$ cat src/rtl/envelope_follower.sv
// -----------------------------------------------------------------------------
// envelope_follower
//
// Peak-style envelope detector with a hysteresis note gate and a hold timer.
//
// Each qualified sample is rectified (|x| << 15). The envelope then moves toward
// that magnitude. It rises by at most `attack` and falls by at most `rel` per
// sample, and a zero rate snaps straight to the magnitude. A three-state gate
// (IDLE / ON / HOLD) turns the envelope into a note indication. The gate opens
// at threshold_on and starts closing below min(threshold_off, threshold_on). It
// closes only after hold_ms millisecond ticks spent in HOLD.
//
// Optional feature: define ENVELOPE_FOLLOWER_PEAK_EN to add peak_out. This
// output holds the largest envelope seen since the last note-on.
//
// Parameters
//   MS_CYCLES      clk cycles per millisecond tick (default 50000)
//
// Ports
//   clk            clock, rising edge
//   reset          asynchronous active-low reset
//   sample_in      signed 16-bit audio sample
//   sample_valid   qualifies sample_in, one sample per high cycle
//   attack         max rising step per sample (0 = instantaneous)
//   rel            max falling step per sample (0 = instantaneous)
//   threshold_on   envelope level that opens the gate
//   threshold_off  envelope level below which the gate starts closing
//   hold_ms        hold time in millisecond ticks
//   env_out        registered envelope
//   env_valid      one-cycle pulse, env_out updated on the same edge
//   note_out       gate, high in ON and HOLD
//   peak_out       (ENVELOPE_FOLLOWER_PEAK_EN only) peak envelope of last note
//   note_on_pulse  one-cycle pulse on note_out rise
//   note_off_pulse one-cycle pulse on note_out fall
// -----------------------------------------------------------------------------
module envelope_follower #(
  parameter int unsigned MS_CYCLES = 50000
) (
  input  logic               clk,
  input  logic               reset,
  input  logic signed [15:0] sample_in,
  input  logic               sample_valid,
  input  logic        [30:0] attack,
  input  logic        [30:0] rel,
  input  logic        [30:0] threshold_on,
  input  logic        [30:0] threshold_off,
  input  logic        [9:0]  hold_ms,
  output logic        [30:0] env_out,
  output logic               env_valid,
  output logic               note_out,
`ifdef ENVELOPE_FOLLOWER_PEAK_EN
  output logic        [30:0] peak_out,
`endif
  output logic               note_on_pulse,
  output logic               note_off_pulse
);

  localparam int unsigned     MS_W    = (MS_CYCLES > 1) ? $clog2(MS_CYCLES) : 1;
  localparam logic [MS_W-1:0] MS_LAST = MS_W'(MS_CYCLES - 1);

  typedef enum logic [1:0] {
    ST_IDLE,
    ST_ON,
    ST_HOLD
  } state_e;

  state_e           state_q, state_d;
  logic [30:0]      env_q, env_d;
  logic             env_valid_q, env_valid_d;
  logic [MS_W-1:0]  ms_q, ms_d;
  logic [9:0]       hold_q, hold_d;
  logic             on_p_q, on_p_d;
  logic             off_p_q, off_p_d;

  // ---------------------------------------------------------------------------
  // Rectifier: the unsigned negate maps -32768 to 0x8000, so mag reaches 2^30
  // without overflow.
  // ---------------------------------------------------------------------------
  logic [15:0] s_u;
  logic [15:0] abs_s;
  logic [30:0] mag;

  always_comb begin
    s_u   = sample_in;
    abs_s = s_u[15] ? (~s_u + 16'd1) : s_u;
    mag   = {abs_s, 15'd0};
  end

  // ---------------------------------------------------------------------------
  // Envelope step. The rising sum is formed one bit wider, so a huge attack
  // clamps to mag instead of wrapping. Falling clamps at 0 before the max with
  // mag.
  // ---------------------------------------------------------------------------
  logic [31:0] rise_sum;
  logic [30:0] rise_v;
  logic [30:0] fall_lim;
  logic [30:0] fall_v;
  logic [30:0] env_new;

  always_comb begin
    rise_sum = {1'b0, env_q} + {1'b0, attack};
    rise_v   = (attack == '0 || rise_sum > {1'b0, mag}) ? mag : rise_sum[30:0];
    fall_lim = (rel > env_q) ? '0 : (env_q - rel);
    fall_v   = (rel == '0 || fall_lim < mag) ? mag : fall_lim;
    env_new  = (mag > env_q) ? rise_v : fall_v;
    env_d       = sample_valid ? env_new : env_q;
    env_valid_d = sample_valid;
  end

  // ---------------------------------------------------------------------------
  // Gate FSM
  // ---------------------------------------------------------------------------
  logic [30:0] off_lvl;
  logic        ms_wrap;
  logic [9:0]  hold_inc;
  logic        open_hit;
  logic        close_hit;

  always_comb begin
    off_lvl   = (threshold_off < threshold_on) ? threshold_off : threshold_on;
    open_hit  = sample_valid && (env_new >= threshold_on);
    close_hit = sample_valid && (env_new < off_lvl);
    ms_wrap   = (ms_q == MS_LAST);
    // Hold expiry tests the count as it stands after this cycle's tick. The
    // note therefore drops on the edge that completes the hold_ms-th tick.
    hold_inc  = (ms_wrap && hold_q != '1) ? (hold_q + 10'd1) : hold_q;
  end

  always_comb begin
    state_d = state_q;
    ms_d    = ms_q;
    hold_d  = hold_q;
    on_p_d  = 1'b0;
    off_p_d = 1'b0;

    case (state_q)
      ST_IDLE: begin
        if (open_hit) begin
          state_d = ST_ON;
          on_p_d  = 1'b1;
        end
      end

      ST_ON: begin
        if (close_hit) begin
          state_d = ST_HOLD;
          ms_d    = '0;
          hold_d  = '0;
        end
      end

      ST_HOLD: begin
        ms_d   = ms_wrap ? '0 : (ms_q + MS_W'(1));
        hold_d = hold_inc;
        // A reopening sample takes priority over hold expiry on the same edge.
        if (open_hit) begin
          state_d = ST_ON;
        end else if (hold_inc >= hold_ms) begin
          state_d = ST_IDLE;
          off_p_d = 1'b1;
        end
      end

      default: begin
        state_d = ST_IDLE;
      end
    endcase
  end

  always_ff @(posedge clk or negedge reset) begin
    if (!reset) begin
      state_q     <= ST_IDLE;
      env_q       <= '0;
      env_valid_q <= 1'b0;
      ms_q        <= '0;
      hold_q      <= '0;
      on_p_q      <= 1'b0;
      off_p_q     <= 1'b0;
    end else begin
      state_q     <= state_d;
      env_q       <= env_d;
      env_valid_q <= env_valid_d;
      ms_q        <= ms_d;
      hold_q      <= hold_d;
      on_p_q      <= on_p_d;
      off_p_q     <= off_p_d;
    end
  end

  assign env_out        = env_q;
  assign env_valid      = env_valid_q;
  assign note_out       = (state_q != ST_IDLE);
  assign note_on_pulse  = on_p_q;
  assign note_off_pulse = off_p_q;

`ifdef ENVELOPE_FOLLOWER_PEAK_EN
  // ---------------------------------------------------------------------------
  // Peak tracker: loaded on note-on, then raised only while a note is
  // sounding. It keeps its value through IDLE until the next note-on.
  // ---------------------------------------------------------------------------
  logic [30:0] peak_q, peak_d;

  always_comb begin
    peak_d = peak_q;
    if (on_p_d) begin
      peak_d = env_new;
    end else if (state_q != ST_IDLE && sample_valid && env_new > peak_q) begin
      peak_d = env_new;
    end
  end

  always_ff @(posedge clk or negedge reset) begin
    if (!reset) begin
      peak_q <= '0;
    end else begin
      peak_q <= peak_d;
    end
  end

  assign peak_out = peak_q;
`endif

endmodule

$ cat config.mk
export PLATFORM = sky130hd
export DESIGN_NAME = envelope_follower
export DESIGN_NICKNAME = d
export VERILOG_FILES = /design/src/rtl/envelope_follower.sv
export SDC_FILE = /design/constraint.sdc
export NUM_CORES = 1
export LEC_CHECK = 0
export ABC_CLOCK_PERIOD_IN_PS = 9420
export CAP_MARGIN = 20
export CORE_MARGIN = 2
export CORE_UTILIZATION = 56
export DETAILED_ROUTE_END_ITERATION = 10
export PLACE_DENSITY_LB_ADDON = 0.2
export REMOVE_ABC_BUFFERS = 1
export SLEW_MARGIN = 20
export SYNTH_ARGS = -nofsm -noshare
export SYNTH_HDL_FRONTEND = slang
export SYNTH_SLANG_ARGS = --single-unit
$ cat constraint.sdc
create_clock -name clk -period 9.42 [get_ports clk]
set_clock_uncertainty 0.2 [all_clocks]
set_input_delay 0.942 -clock clk [delete_from_list [all_inputs] [get_ports clk]]
set_output_delay 0.942 -clock clk [all_outputs]
set_load 0.05 [all_outputs]
==> results.sh <==
export IMPL_status="finished, final reports clean"
export IMPL_io_buffers=187
export IMPL_cts_htree_levels=3
export IMPL_grt_pass1_wl_um=56970
export IMPL_drtPass1Iterations=5
export IMPL_drt_total_wl_um=35730
export IMPL_die_area_sq_mm=0.02118
export IMPL_holdPathStages=1
export IMPL_netlist_area_leader_share_pct=23.75
export IMPL_cts_buffers=9
export IMPL_ioPinCount=188
export IMPL_synth_commonest_cells="213 x ha_1, 128 x inv_1, 119 x a21oi_1"
export IMPL_synth_area_per_cell_sq_um=7.968
export IMPL_cts_root_buf="clkbuf_16"
export IMPL_hp_class="flip-flop to flip-flop"
export IMPL_ctsHoldBuffers=0
export IMPL_antenna_found_initial=0
export IMPL_p_leak_nw=6.534
export IMPL_final_layout_size_suffix_gt1_share_pct=5.605
export IMPL_peakVddDrop_mv=0.1467
export IMPL_layout_nets=1951
export IMPL_num_vias=11550
export IMPL_crit_type="input pin to flip-flop"
export IMPL_wl_per_cell_um=19.28
export IMPL_maxSlewHeadroom_pct=30.14
export IMPL_slowest_delay_ns=0.60
export IMPL_worstPathRequired_ns=9.42
export IMPL_grt_max_degree=63
export IMPL_min_period_ns=8.773
export IMPL_slowest_stage="a211oi_1"
export IMPL_drv_slew=0
export IMPL_drcViolationCount=0
export IMPL_cap_viol_max_count=0
export IMPL_layout_worst_path_cycle_share_pct=93.14
export IMPL_tightest_slew_ns=1.048
export IMPL_powerDensity_mw_per_mm2=315.7
export IMPL_whs_ns=0.2950
export IMPL_hold_viol_final=0
export IMPL_synth_distinct_cells=85
export IMPL_num_rows=51
export IMPL_grt_pass1_vias=11263
export IMPL_worstPathArrival_ns=8.78
export IMPL_r2r_cells=32
export IMPL_ys_ff_latch=62
export IMPL_antenna_cells=0
export IMPL_post_cts_setup_buffers=0
export IMPL_end_kind="flip-flop"
export IMPL_ant_nets=0
export IMPL_grt_usage_pct=33.23
export IMPL_layout_cells_non_filler=1853
export IMPL_vias_per_cell=6.233
export IMPL_fin_util_pct=69.61
export IMPL_cts_resized=0
export IMPL_insertion_delay_ns=0.35
export IMPL_cts_tree="done"
export IMPL_globalplace_congestion=0.9627
export IMPL_synth_main_ff_cell="dfrtp_1"
export IMPL_synth_enable_flop_cells=0
export IMPL_synth_area_leaders="ha_1 24%, dfrtp_1 14%, a21oi_1 5.3%"
export IMPL_setup_viol=0
export IMPL_path_max_fanout=24
export IMPL_rsz0062_at_grt="no"
export IMPL_ys_async_sr_fraction_pct=100.0
export IMPL_dp_hpwl_um=29610
export IMPL_n_fill_cell=1699
export IMPL_area_growth_pct=21.55
export IMPL_fmax_ghz=0.1140
export IMPL_chipHeight_um=145.5
export IMPL_syn_area_sq_mm=0.01122
export IMPL_yosysTopAreaCell="ha_1"
export IMPL_start_util_pct=57.27
export IMPL_clk_path_buf_depth=2
export IMPL_synthMostInstantiatedCell="ha_1"
export IMPL_ys_warn_count=0
export IMPL_tns_ns=0
export IMPL_p_total_mw=4.305
export IMPL_drt_initial_drc_count=742
export IMPL_cp_start_kind="input pin"
export IMPL_syn_inst=1408
export IMPL_path_clk_slew_ns=0.06
export IMPL_die_w_um=145.5
export IMPL_core_sq_mm=0.01959
export IMPL_grt_ovfl_total=0
export IMPL_ys_seq_area_share_pct=13.83
export IMPL_dp_cells=1837
export IMPL_cts_sinks=62
[cell usage in the layout (no fill, tap or decap), types with 12 or more instances in the layout]
cell type / count
nor2_1: 92
mux2_2: 31
clkdlybuf4s50_1: 186
nand2b_1: 18
dfrtp_1: 62
nand4_1: 35
inv_1: 128
a211oi_1: 21
nor2b_1: 21
a21o_1: 52
o21ai_0: 59
nor3_1: 34
o21a_1: 16
and2_1: 13
mux2i_1: 39
and3_1: 12
nand3_1: 25
a21oi_1: 119
xor2_1: 29
xnor2_1: 39
a22o_1: 13
ha_1: 213
nand2_1: 96
nor4_1: 22
o21bai_1: 12
a31oi_1: 28
[worst max-delay path: cells and delay by family]
family | cells | cell delay, ns
AO/OA/AOI/OAI | 12 | 3.40
AND/OR/NAND/NOR | 13 | 2.47
adder cells (fa/ha/maj) | 4 | 1.34
buffers and inverters | 1 | 0.42
XOR/XNOR | 1 | 0.17
[metrics by stage]
stage | setup slack [ns] | area [sq um]
after global placement | 0.6194 | 13340
after floorplan | 1.805 | 11060
after global routing | 0.04424 | 13640
after CTS | 0.7025 | 13630
final | 0.6465 | 13640
after detailed placement | 0.3984 | 13340
[state kept, by name, summed over array words and instances, names as in the netlist]
signal          count
env_out            31
env_valid           1
hold_q             10
ms_q               16
note_off_pulse      1
note_on_pulse       1
state_q             2
[final timing paths]
kind	slack (ns)	end	from
setup reg to reg	1.13	ms_q[8]	env_out[0]
hold / removal	0.30	ms_q[15]	ms_q[15]
hold reg to reg	0.30	ms_q[15]	ms_q[15]
setup / recovery	0.65	ms_q[8]	attack[0]
min in group asynchronous	0.58	ms_q[13]	reset
max in group asynchronous	7.87	env_out[30]	reset
[cell type report]
type                            instances  area (sq um)  area share [%]
Tap cell                              265         331.6           2.431
Sequential cell                        62          1551           11.38
Clock buffer                           10         229.0           1.679
Inverter                              128         480.5           3.523
Multi-Input combinational cell       1185          9040           66.29
Timing Repair Buffer                  197          1942           14.24
Clock inverter                          6         62.56          0.4588
[power by group]
| part | switching [mW] | internal (mW) |
|---|---|---|
| logic | 2.02 | 1.38 |
| clock network | 0.133 | 0.204 |
| registers | 0.196 | 0.379 |
| total | 2.34 | 1.96 |
[metal layers]
| metal | GRT usage, % | wire (um) | share of wire, % |
|---|---|---|---|
| met4 | 13.68 | 1370 | 3.8 |
| met2 | 56.73 | 16800 | 47 |
| met5 | 0 | 0 | 0 |
| met1 | 42.20 | 15260 | 43 |
| met3 | 4.734 | 2304 | 6.4 |
[logic make-up (layout without fill, tap and decap cells)]
| family | Yosys count | after routing | synth area share [%] |
|---|---|---|---|
| flip-flops | 62 | 62 | 13.83 |
| AO/OA/AOI/OAI | 418 | 418 | 25.63 |
| XOR/XNOR | 68 | 68 | 5.308 |
| AND/OR/NAND/NOR | 413 | 413 | 18.77 |
| adder cells (fa/ha/maj) | 215 | 215 | 24.11 |
| multiplexers | 71 | 71 | 6.691 |
| buffers and inverters | 161 | 341 | 5.665 |
No activity file was read; power rests on OpenSTA's default activity.
